<file path="config.mk">
export PLATFORM = sky130hd
export DESIGN_NAME = ysyx_22050058_lsu_flat
export DESIGN_NICKNAME = d
export VERILOG_FILES = /design/src/rtl/ysyx_22050058_lsu_if.sv /design/src/rtl/ysyx_22050058_lsu.sv /design/src/flat_wrapper.sv
export SDC_FILE = /design/constraint.sdc
export NUM_CORES = 1
export LEC_CHECK = 0
export ABC_CLOCK_PERIOD_IN_PS = 4400
export BUFFER_PORTS_ARGS = -buffer_cell sky130_fd_sc_hd__buf_2
export CAP_MARGIN = 25
export CORE_AREA = 2 2 189 191
export CTS_BUF_LIST = sky130_fd_sc_hd__clkbuf_16
export DETAILED_ROUTE_END_ITERATION = 6
export DIE_AREA = 0 0 191 193
export PLACE_DENSITY = 0.6
export SYNTH_ARGS = -nofsm -noshare
export SYNTH_HDL_FRONTEND = slang
export SYNTH_SLANG_ARGS = --single-unit
</file>
<file path="constraint.sdc">
create_clock -name clk -period 4.4 [get_ports clk]
set_clock_uncertainty 0.1 [all_clocks]
set_input_delay 0.22 -clock clk [delete_from_list [all_inputs] [get_ports clk]]
set_output_delay 0.22 -clock clk [all_outputs]
set_load 0.02 [all_outputs]
</file>
<file path="src/rtl/ysyx_22050058_lsu_if.sv">
// Bundle of the LSU's EX-side, WB-side and data-memory signals.
// The master modport is the LSU's view; the slave modport is the surrounding pipeline and memory.
interface ysyx_22050058_lsu_if #(
    parameter int ADDR_W = 64,
    parameter int DATA_W = 64
);
    logic                  ex_valid;
    logic                  ex_ready;
    logic                  ex_load;
    logic                  ex_store;
    logic [2:0]            ex_funct3;
    logic [ADDR_W-1:0]     ex_addr;
    logic [DATA_W-1:0]     ex_wdata;
    logic [DATA_W-1:0]     ex_result;
    logic [4:0]            ex_rd;

    logic                  wb_valid;
    logic                  wb_ready;
    logic [DATA_W-1:0]     wb_data;
    logic [4:0]            wb_rd;
    logic                  misalign;

    logic                  mem_ce;
    logic                  mem_re;
    logic [DATA_W/8-1:0]   mem_we;
    logic [ADDR_W-1:0]     mem_addr;
    logic [DATA_W-1:0]     mem_wdata;
    logic [DATA_W-1:0]     mem_rdata;
    logic                  mem_rdatavalid;
    logic                  mem_wdatavalid;

    modport master (
        input  ex_valid, ex_load, ex_store, ex_funct3, ex_addr, ex_wdata, ex_result, ex_rd,
        output ex_ready,
        output wb_valid, wb_data, wb_rd, misalign,
        input  wb_ready,
        output mem_ce, mem_re, mem_we, mem_addr, mem_wdata,
        input  mem_rdata, mem_rdatavalid, mem_wdatavalid
    );

    modport slave (
        output ex_valid, ex_load, ex_store, ex_funct3, ex_addr, ex_wdata, ex_result, ex_rd,
        input  ex_ready,
        input  wb_valid, wb_data, wb_rd, misalign,
        output wb_ready,
        input  mem_ce, mem_re, mem_we, mem_addr, mem_wdata,
        output mem_rdata, mem_rdatavalid, mem_wdatavalid
    );
endinterface

</file>
<file path="src/rtl/ysyx_22050058_lsu.sv">
// Load/store unit: one instruction at a time, one-cycle memory request, aligned stores, extended loads.
// Define YSYX_22050058_MISALIGN_TRAP_EN to turn misaligned accesses into a fault response instead of a request.
module ysyx_22050058_lsu #(
    parameter int ADDR_W = 64,
    parameter int DATA_W = 64
) (
    input  logic                  clk,
    input  logic                  rst,
    ysyx_22050058_lsu_if.master   bus
);
    localparam int LANES = DATA_W / 8;

    typedef enum logic [1:0] {IDLE, REQ, WAIT, RESP} state_t;

    state_t               state, state_nx;
    logic                 accept;
    logic                 mem_op;
    logic                 done;

    logic [2:0]           funct3_q;
    logic [2:0]           off_q;
    logic [ADDR_W-4:0]    line_q;
    logic [DATA_W-1:0]    wdata_q;
    logic                 is_load_q;

    logic                 wb_valid_q;
    logic [DATA_W-1:0]    wb_data_q;
    logic [4:0]           wb_rd_q;

    function automatic logic [LANES-1:0] store_mask(input logic [2:0] f3, input logic [2:0] off);
        logic [LANES-1:0] base;
        case (f3[1:0])
            2'd0:    base = LANES'(8'h01);
            2'd1:    base = LANES'(8'h03);
            2'd2:    base = LANES'(8'h0F);
            default: base = LANES'(8'hFF);
        endcase
        return base << off;
    endfunction

    function automatic logic [DATA_W-1:0] load_extract(input logic [2:0] f3, input logic [2:0] off,
                                                       input logic [DATA_W-1:0] line);
        logic [DATA_W-1:0]        s;
        logic signed [DATA_W-1:0] r;
        s = line >> {off, 3'b000};
        case (f3)
            3'b000:  r = DATA_W'($signed(s[7:0]));
            3'b100:  r = DATA_W'(s[7:0]);
            3'b001:  r = DATA_W'($signed(s[15:0]));
            3'b101:  r = DATA_W'(s[15:0]);
            3'b010:  r = DATA_W'($signed(s[31:0]));
            3'b110:  r = DATA_W'(s[31:0]);
            3'b011:  r = s;
            default: r = '0;
        endcase
        return r;
    endfunction

`ifdef YSYX_22050058_MISALIGN_TRAP_EN
    logic misalign_q;
    logic trap;

    function automatic logic misaligned(input logic [2:0] f3, input logic [2:0] off);
        case (f3[1:0])
            2'd0:    return 1'b0;
            2'd1:    return off[0];
            2'd2:    return |off[1:0];
            default: return |off;
        endcase
    endfunction

    assign trap         = misaligned(bus.ex_funct3, bus.ex_addr[2:0]);
    assign bus.misalign = misalign_q;
`else
    assign bus.misalign = 1'b0;
`endif

    assign mem_op       = bus.ex_load | bus.ex_store;
    assign done         = is_load_q ? bus.mem_rdatavalid : bus.mem_wdatavalid;
    assign bus.wb_valid = wb_valid_q;
    assign bus.wb_data  = wb_data_q;
    assign bus.wb_rd    = wb_rd_q;

    always_ff @(posedge clk) begin
        if (rst) state <= IDLE;
        else     state <= state_nx;
    end

    always_comb begin
        state_nx      = state;
        accept        = 1'b0;
        bus.ex_ready  = 1'b0;
        bus.mem_ce    = 1'b0;
        bus.mem_re    = 1'b0;
        bus.mem_we    = '0;
        bus.mem_addr  = '0;
        bus.mem_wdata = '0;
        case (state)
            IDLE: begin
                bus.ex_ready = !rst && (!wb_valid_q || bus.wb_ready);
                accept       = bus.ex_valid && bus.ex_ready;
                if (accept && mem_op) begin
`ifdef YSYX_22050058_MISALIGN_TRAP_EN
                    state_nx = trap ? RESP : REQ;
`else
                    state_nx = REQ;
`endif
                end
            end
            REQ: begin
                bus.mem_ce   = 1'b1;
                bus.mem_re   = is_load_q;
                bus.mem_addr = {line_q, 3'b000};
                if (!is_load_q) begin
                    bus.mem_we    = store_mask(funct3_q, off_q);
                    bus.mem_wdata = wdata_q << {off_q, 3'b000};
                end
                state_nx = WAIT;
            end
            WAIT: if (done) state_nx = RESP;
            RESP: if (bus.wb_ready) state_nx = IDLE;
            default: state_nx = IDLE;
        endcase
    end

    // Request context, captured on accept and only consumed while a memory op is in flight
    always_ff @(posedge clk) begin
        if (accept) begin
            funct3_q  <= bus.ex_funct3;
            off_q     <= bus.ex_addr[2:0];
            line_q    <= bus.ex_addr[ADDR_W-1:3];
            wdata_q   <= bus.ex_wdata;
            is_load_q <= bus.ex_load;
        end
    end

    // Write-back register: visible outputs, so cleared on reset
    always_ff @(posedge clk) begin
        if (rst) begin
            wb_valid_q <= 1'b0;
            wb_data_q  <= '0;
            wb_rd_q    <= '0;
`ifdef YSYX_22050058_MISALIGN_TRAP_EN
            misalign_q <= 1'b0;
`endif
        end else begin
            case (state)
                IDLE: begin
                    if (wb_valid_q && bus.wb_ready) wb_valid_q <= 1'b0;
                    if (accept) begin
                        wb_rd_q <= bus.ex_rd;
`ifdef YSYX_22050058_MISALIGN_TRAP_EN
                        misalign_q <= 1'b0;
                        if (mem_op && trap) begin
                            wb_valid_q <= 1'b1;
                            misalign_q <= 1'b1;
                            wb_data_q  <= DATA_W'(bus.ex_addr);
                        end
`endif
                        if (!mem_op) begin
                            wb_valid_q <= 1'b1;
                            wb_data_q  <= bus.ex_result;
                        end
                    end
                end
                WAIT: begin
                    if (done) begin
                        wb_valid_q <= 1'b1;
                        wb_data_q  <= is_load_q ? load_extract(funct3_q, off_q, bus.mem_rdata) : '0;
                    end
                end
                RESP: if (bus.wb_ready) wb_valid_q <= 1'b0;
                default: ;
            endcase
        end
    end
endmodule

</file>
<file path="src/flat_wrapper.sv">
// flat-port wrapper written by rule: the top's interface ports become plain ports
module ysyx_22050058_lsu_flat 
#(
    parameter int ADDR_W = 64,
    parameter int DATA_W = 64
)
  (clk, rst, bus_ex_valid, bus_ex_load, bus_ex_store, bus_ex_funct3, bus_ex_addr, bus_ex_wdata, bus_ex_result, bus_ex_rd, bus_ex_ready, bus_wb_valid, bus_wb_data, bus_wb_rd, bus_misalign, bus_wb_ready, bus_mem_ce, bus_mem_re, bus_mem_we, bus_mem_addr, bus_mem_wdata, bus_mem_rdata, bus_mem_rdatavalid, bus_mem_wdatavalid);
  ysyx_22050058_lsu_if #(.ADDR_W(ADDR_W), .DATA_W(DATA_W)) bus_i ();
  input  logic clk;
  input  logic rst;
  input wire logic [$bits(bus_i.ex_valid)-1:0] bus_ex_valid;
  input wire logic [$bits(bus_i.ex_load)-1:0] bus_ex_load;
  input wire logic [$bits(bus_i.ex_store)-1:0] bus_ex_store;
  input wire logic [$bits(bus_i.ex_funct3)-1:0] bus_ex_funct3;
  input wire logic [$bits(bus_i.ex_addr)-1:0] bus_ex_addr;
  input wire logic [$bits(bus_i.ex_wdata)-1:0] bus_ex_wdata;
  input wire logic [$bits(bus_i.ex_result)-1:0] bus_ex_result;
  input wire logic [$bits(bus_i.ex_rd)-1:0] bus_ex_rd;
  output wire logic [$bits(bus_i.ex_ready)-1:0] bus_ex_ready;
  output wire logic [$bits(bus_i.wb_valid)-1:0] bus_wb_valid;
  output wire logic [$bits(bus_i.wb_data)-1:0] bus_wb_data;
  output wire logic [$bits(bus_i.wb_rd)-1:0] bus_wb_rd;
  output wire logic [$bits(bus_i.misalign)-1:0] bus_misalign;
  input wire logic [$bits(bus_i.wb_ready)-1:0] bus_wb_ready;
  output wire logic [$bits(bus_i.mem_ce)-1:0] bus_mem_ce;
  output wire logic [$bits(bus_i.mem_re)-1:0] bus_mem_re;
  output wire logic [$bits(bus_i.mem_we)-1:0] bus_mem_we;
  output wire logic [$bits(bus_i.mem_addr)-1:0] bus_mem_addr;
  output wire logic [$bits(bus_i.mem_wdata)-1:0] bus_mem_wdata;
  input wire logic [$bits(bus_i.mem_rdata)-1:0] bus_mem_rdata;
  input wire logic [$bits(bus_i.mem_rdatavalid)-1:0] bus_mem_rdatavalid;
  input wire logic [$bits(bus_i.mem_wdatavalid)-1:0] bus_mem_wdatavalid;
  assign bus_i.ex_valid = bus_ex_valid;
  assign bus_i.ex_load = bus_ex_load;
  assign bus_i.ex_store = bus_ex_store;
  assign bus_i.ex_funct3 = bus_ex_funct3;
  assign bus_i.ex_addr = bus_ex_addr;
  assign bus_i.ex_wdata = bus_ex_wdata;
  assign bus_i.ex_result = bus_ex_result;
  assign bus_i.ex_rd = bus_ex_rd;
  assign bus_ex_ready = bus_i.ex_ready;
  assign bus_wb_valid = bus_i.wb_valid;
  assign bus_wb_data = bus_i.wb_data;
  assign bus_wb_rd = bus_i.wb_rd;
  assign bus_misalign = bus_i.misalign;
  assign bus_i.wb_ready = bus_wb_ready;
  assign bus_mem_ce = bus_i.mem_ce;
  assign bus_mem_re = bus_i.mem_re;
  assign bus_mem_we = bus_i.mem_we;
  assign bus_mem_addr = bus_i.mem_addr;
  assign bus_mem_wdata = bus_i.mem_wdata;
  assign bus_i.mem_rdata = bus_mem_rdata;
  assign bus_i.mem_rdatavalid = bus_mem_rdatavalid;
  assign bus_i.mem_wdatavalid = bus_mem_wdatavalid;
  ysyx_22050058_lsu #(.ADDR_W(ADDR_W), .DATA_W(DATA_W)) u_core (.clk(clk), .rst(rst), .bus(bus_i));
endmodule
</file>
-- Word level (Yosys, flattened, before mapping)
Index checks and enable logic that the tools add are counted.
- multiplexer cells: 29
- bitwise gates (word level): 1
- shift-type cells: 3
- $add $sub $neg: 0
- div/mod/pow operators: 0
- $mul: 0
- reduce and logical (&&, ||, !) cells: 16
- equality and inequality tests: 16
- $lt $le $gt $ge: 0
- operator list (kind ; number):
    two-way mux 64 bit ; 7
    one-hot mux 64 bit (7 select lines) ; 1
    one-hot mux 64 bit (2 select lines) ; 1
    << shifter 64 x 6 -> 64 bit ; 1
    right shift 64 x 6 -> 64 bit ; 1
    two-way mux 8 bit ; 4
    one-hot mux 8 bit (3 select lines) ; 1
    two-way mux 1 bit ; 10
    equality test 3 bit, second input constant ; 3
    one-hot mux 2 bit (4 select lines) ; 1
    << shifter 8 x 3 -> 8 bit ; 1
    equality test 2 bit, second input constant ; 3
    equality test 3 x 2 -> 1 bit, second input constant ; 2
    two-way mux 2 bit ; 3
    inequality test 2 x 1 -> 1 bit, second input constant ; 3
    AND reduction 3 bit ; 2
    equality test 2 x 1 -> 1 bit, second input constant ; 2
    logical AND 1 bit ; 4
    logical NOT 2 bit ; 2
    inequality test 2 bit, second input constant ; 2
    AND reduction 4 bit ; 1
    equality test 3 x 1 -> 1 bit, second input constant ; 1
    logical NOT 3 bit ; 1
    one-hot mux 1 bit (3 select lines) ; 1
    6 further kinds ; 7
- flip-flop bits (word level): 204
- output and inout bits: 210
- memories: 0
- word-level logic and storage cells: 74
- ROM bits: 0
- RAM bits: 0
- bits in latches: 0

-- Logic depth before layout (Yosys ltp)
- depth in word-level cells: 7
- gate-level depth with buffers: 10

-- Worst setup path after synthesis
OpenSTA, ideal clock, no wires.
- kind: register -> register
- start point: register u_core.state[0]
- end point: register u_core.funct3_q[0] (enable)
- cell stages (with the launch flop): 6
- setup time: 0.484 ns
- slack: 0.087 ns
- clock period less this slack: 4.313 ns
- path buffers: 1
- arrival: 3.729 ns
- cell sequence: dfxtp_1 inv_1 ha_1 clkbuf_1 nand2_1 inv_1
- cells in the longest elaborated chain, start to end: 2
- RTL lines (item ; line ; text):
    from (decl) ; ysyx_22050058_lsu.sv:15 ; state_t state, state_nx;
    from (signal assigned) ; ysyx_22050058_lsu.sv:86 ; else state <= state_nx;
    logical NOT 2 bit ; ysyx_22050058_lsu.sv:98 ; case (state)
    two-way mux 1 bit ; ysyx_22050058_lsu.sv:98 ;
    net u_core.accept ; ysyx_22050058_lsu.sv:16 ; logic accept;
    to (signal assigned) ; ysyx_22050058_lsu.sv:129 ; funct3_q <= bus.ex_funct3;
    to (decl) ; ysyx_22050058_lsu.sv:20 ; logic [2:0] funct3_q;
The timed path passes the listed nets, and every way through them passes these cells.
A chain may end at the register's enable or synchronous reset.

-- Final worst setup path
- start point: register u_core.off_q[2]
- end point: output bus_mem_wdata[14]
- cells in the longest elaborated chain, start to end: 3
- RTL lines (item ; line ; text):
    from (decl) ; ysyx_22050058_lsu.sv:21 ; logic [2:0] off_q;
    from (signal assigned) ; ysyx_22050058_lsu.sv:130 ; off_q <= bus.ex_addr[2:0];
    << shifter 64 x 6 -> 64 bit ; ysyx_22050058_lsu.sv:116 ; bus.mem_wdata = wdata_q << {off_q, 3'b000};
    two-way mux 64 bit ; ysyx_22050058_lsu.sv:114 ; if (!is_load_q) begin
    two-way mux 64 bit ; ysyx_22050058_lsu.sv:98 ;
    to (decl) ; flat_wrapper.sv:29 ; output wire logic [$bits(bus_i.mem_wdata)-1:0] bus_mem_wdata;
Every way passes these cells.

==> run metrics <==
Post-synth ARST share=0; Final #Nets=2028; Post-route DRC=0; Lkg Pwr=7.77 nW; worst-path maximum fanout=24; Initial Utilization=0.349; pwr dens=501 nW/µm²; CP Capture Type=output port; Post-Synth Simple-Gate Area=0.148; final worst-path cycle share=0.836; Max IR drop VDD=0.000339 V; Post-Syn Area per Cell=10.7 µm²; Synth Area in Adders=0.00411; Slew Limit Headroom=0.353; RR Endpoint=u_core.bus.wb_data[63]; Post-Synth XOR/XNOR Area=0; die height=193 µm; mapped cell area=12200 µm²; GR Util All Layers=0.258; MaxCap Viol Count=0; Hold EP=u_core.bus.wb_data[42]; CTS clk-pin slew, worst paths=60 ps; Clk Latency, worst-skew pair=560 ps; layout cells sized above 1=0.364; Synth Area in Compound Gates=0.177; status=finished, final reports clean; CP Class=reg2out; clk buf depth=3; Num CTS Buffers=25; Netlist cell types=69; Tmin final=3680 ps; crit-path max cell delay=770 ps; P&R area growth vs syn=44.2%; Fillers=3179; # rows=69; final antenna-violating net count=0; RSZ-0062 raised after global routing=false; root buffer cell=clkbuf_16; WP data arrival=3360 ps; crit start category=flop; Sum Neg Setup Slack=0 ps; PortBufs=477; DR vias=12000; Worst-Margin Slew=971 ps; CTS tree=built; initial antenna violation count=8; Hold Path Cell Cnt=3; Setup-failing EPs final=0; Overflow after GRT=0; wirelength, routed=50100 µm; ys flop type=edfxtp_1; Post-CTS Setup Repair Bufs=0; R2R depth=7; Slew Limit Fails=0; Hold Startpoint=bus_ex_result[42]; Max stage delay cell, worst path=edfxtp_1; Yosys reg bits=204; register area share after synthesis=0.444; hpwl dp=36000 µm; leading area contributor after synthesis=edfxtp_1; mux cell area share after synthesis=0.177; register-to-register setup slack=1170 ps; largest cells by area after synthesis=edfxtp_1 33%, dfxtp_1 12%, mux2i_1 11%; main combinational cell family by area after synthesis=compound AO/OA/AOI/OAI gates; synth warn=0; Worst Path Required=4080 ps; worst r2r src=u_core.off_q[2]; Via density=5.37; Post-Syn Instances=1135; Sink Count=204; first-pass GRT wire length=72300 µm; worst-path cell chain=buf_4 -> nor2_2 -> nand2_1 -> nor2_1 -> buf_2; hold slack=26.3 ps; hold violation count in the final report=0; gpl congestion=0.912; first-pass iteration count of the detailed router=5; vias in the first global route=12000; boundary pin count=482; core area=35000 µm²; Die Width=191 µm; crit path launch=u_core.off_q[2]; die area=36900 µm²; DR WL/cell=22.4 µm; Max Fclk=272 MHz; EDFF count, synth=132; Iteration-0 DRC Markers=820; Hold Crit Class=in2reg; H-tree levels=1; Yosys top cell area share=0.325; largest net degree at the start of global routing=75
## worst max path at each step
stage | to | slack, ps | cells after the start
2_1_floorplan | u_core.funct3_q[0] | 90 | 5
3_3_place_gp | u_core.bus.wb_data[62] | 1360 | 7
3_5_place_dp | u_core.bus.wb_data[62] | 1230 | 7
4_1_cts | bus_mem_wdata[33] | 750 | 4
5_1_grt | bus_mem_wdata[14] | 430 | 5
6_report | bus_mem_wdata[14] | 720 | 5
## sequential cells by signal (all words and copies together) (netlist names)
name                 cells
u_core.line_q           61
u_core.bus.wb_data      64
u_core.is_load_q         1
u_core.funct3_q          3
u_core.bus.wb_valid      1
u_core.off_q             3
u_core.bus.wb_rd         5
u_core.state             2
u_core.wdata_q          64
## per-stage QoR
| step | util | cells | cell area [µm²] | power [mW] | setup slack [ps] |
|---|---|---|---|---|---|
| floorplan | - | 1138 | 12200 | 5.45 | 86.8 |
| finish | 0.502 | 2233 | 17600 | 8.81 | 720 |
| detailed placement | 0.424 | 1997 | 14800 | 6.55 | 1230 |
| CTS | 0.501 | 2228 | 17500 | 8.83 | 747 |
| global route | 0.502 | 2232 | 17600 | 9.23 | 431 |
| global placement | 0.424 | 1996 | 14800 | 6.51 | 1360 |
## logic make-up after synthesis
logic type / count (synthesis)
adders and majority gates: 4
muxes: 178
other: 1
buffers and inverters: 115
DFF: 204
and+or+nand+nor: 365
AOI/OAI and AO/OA: 268
## metal layers
| metal | vias up | routed length, µm | track usage |
|---|---|---|---|
| met2 | 649 | 24500 | 0.448 |
| met4 | 4 | 2190 | 0.114 |
| li1 | 5485 | - | - |
| met1 | 5730 | 19400 | 0.314 |
| met3 | 123 | 4020 | 0.0474 |
| met5 | - | 27 | 0 |
## area by class of cell
type                    instances  area, µm²  share of cell area
repair buffers                693       4520               0.258
clock buffers                  25        626              0.0356
diodes                          3       7.51            0.000427
flip-flops and latches        204       5410               0.308
well taps                     461        577              0.0328
clock inverters                19        198              0.0113
inverters                       9       36.3             0.00207
multi-input cells             819       6200               0.353
## Yosys cell counts, types with 7 or more instances
library cell and n:
a211oi_1 20, a211oi_2 31, a21o_1 32, a21oi_1 41, a221oi_1 16, a22oi_1 17, a311oi_2 11, a32oi_1 8
and2_1 78, and3_1 11, buf_2 20, buf_4 14, buf_6 12, clkbuf_1 52, dfxtp_1 72, edfxtp_1 132
inv_1 7, mux2_2 12, mux2i_1 136, mux4_2 28, nand2_1 84, nand3_1 23, nor2_1 107, nor2b_1 25
nor3_1 12, o21ai_0 32, o22ai_1 22
## layout by cell type, fill, tap and decap left out, drive strengths merged, types with 17 or more instances in the layout
cell,instances
a21o,32
and2,78
dfxtp,72
buf,505
a22oi,17
nand2,84
o22ai,22
mux2i,137
a211oi,51
mux4,28
o21ai,33
edfxtp,132
dlygate4sd3,187
clkbuf,26
a21oi,42
nand3,23
nor2b,25
nor2,108
## worst max-delay path: cells and delay by family (launching register included)
kind	cells	cell delay, ps
AND/OR/NAND/NOR	3	1450
flip-flops	1	770
buffers and inverters	2	600
## power breakdown
group | switching, mW | internal (mW)
Clock | 0.867 | 1.26
Sequential | 0.258 | 2.50
Combinational | 2.39 | 1.52
Total | 3.52 | 5.29
## what timing repair did
item	in CTS	in global routing
hold buffers	187	0
resized for setup	0	0
hold endpoints to repair	186	0
No activity file was read; power rests on OpenSTA's default activity.
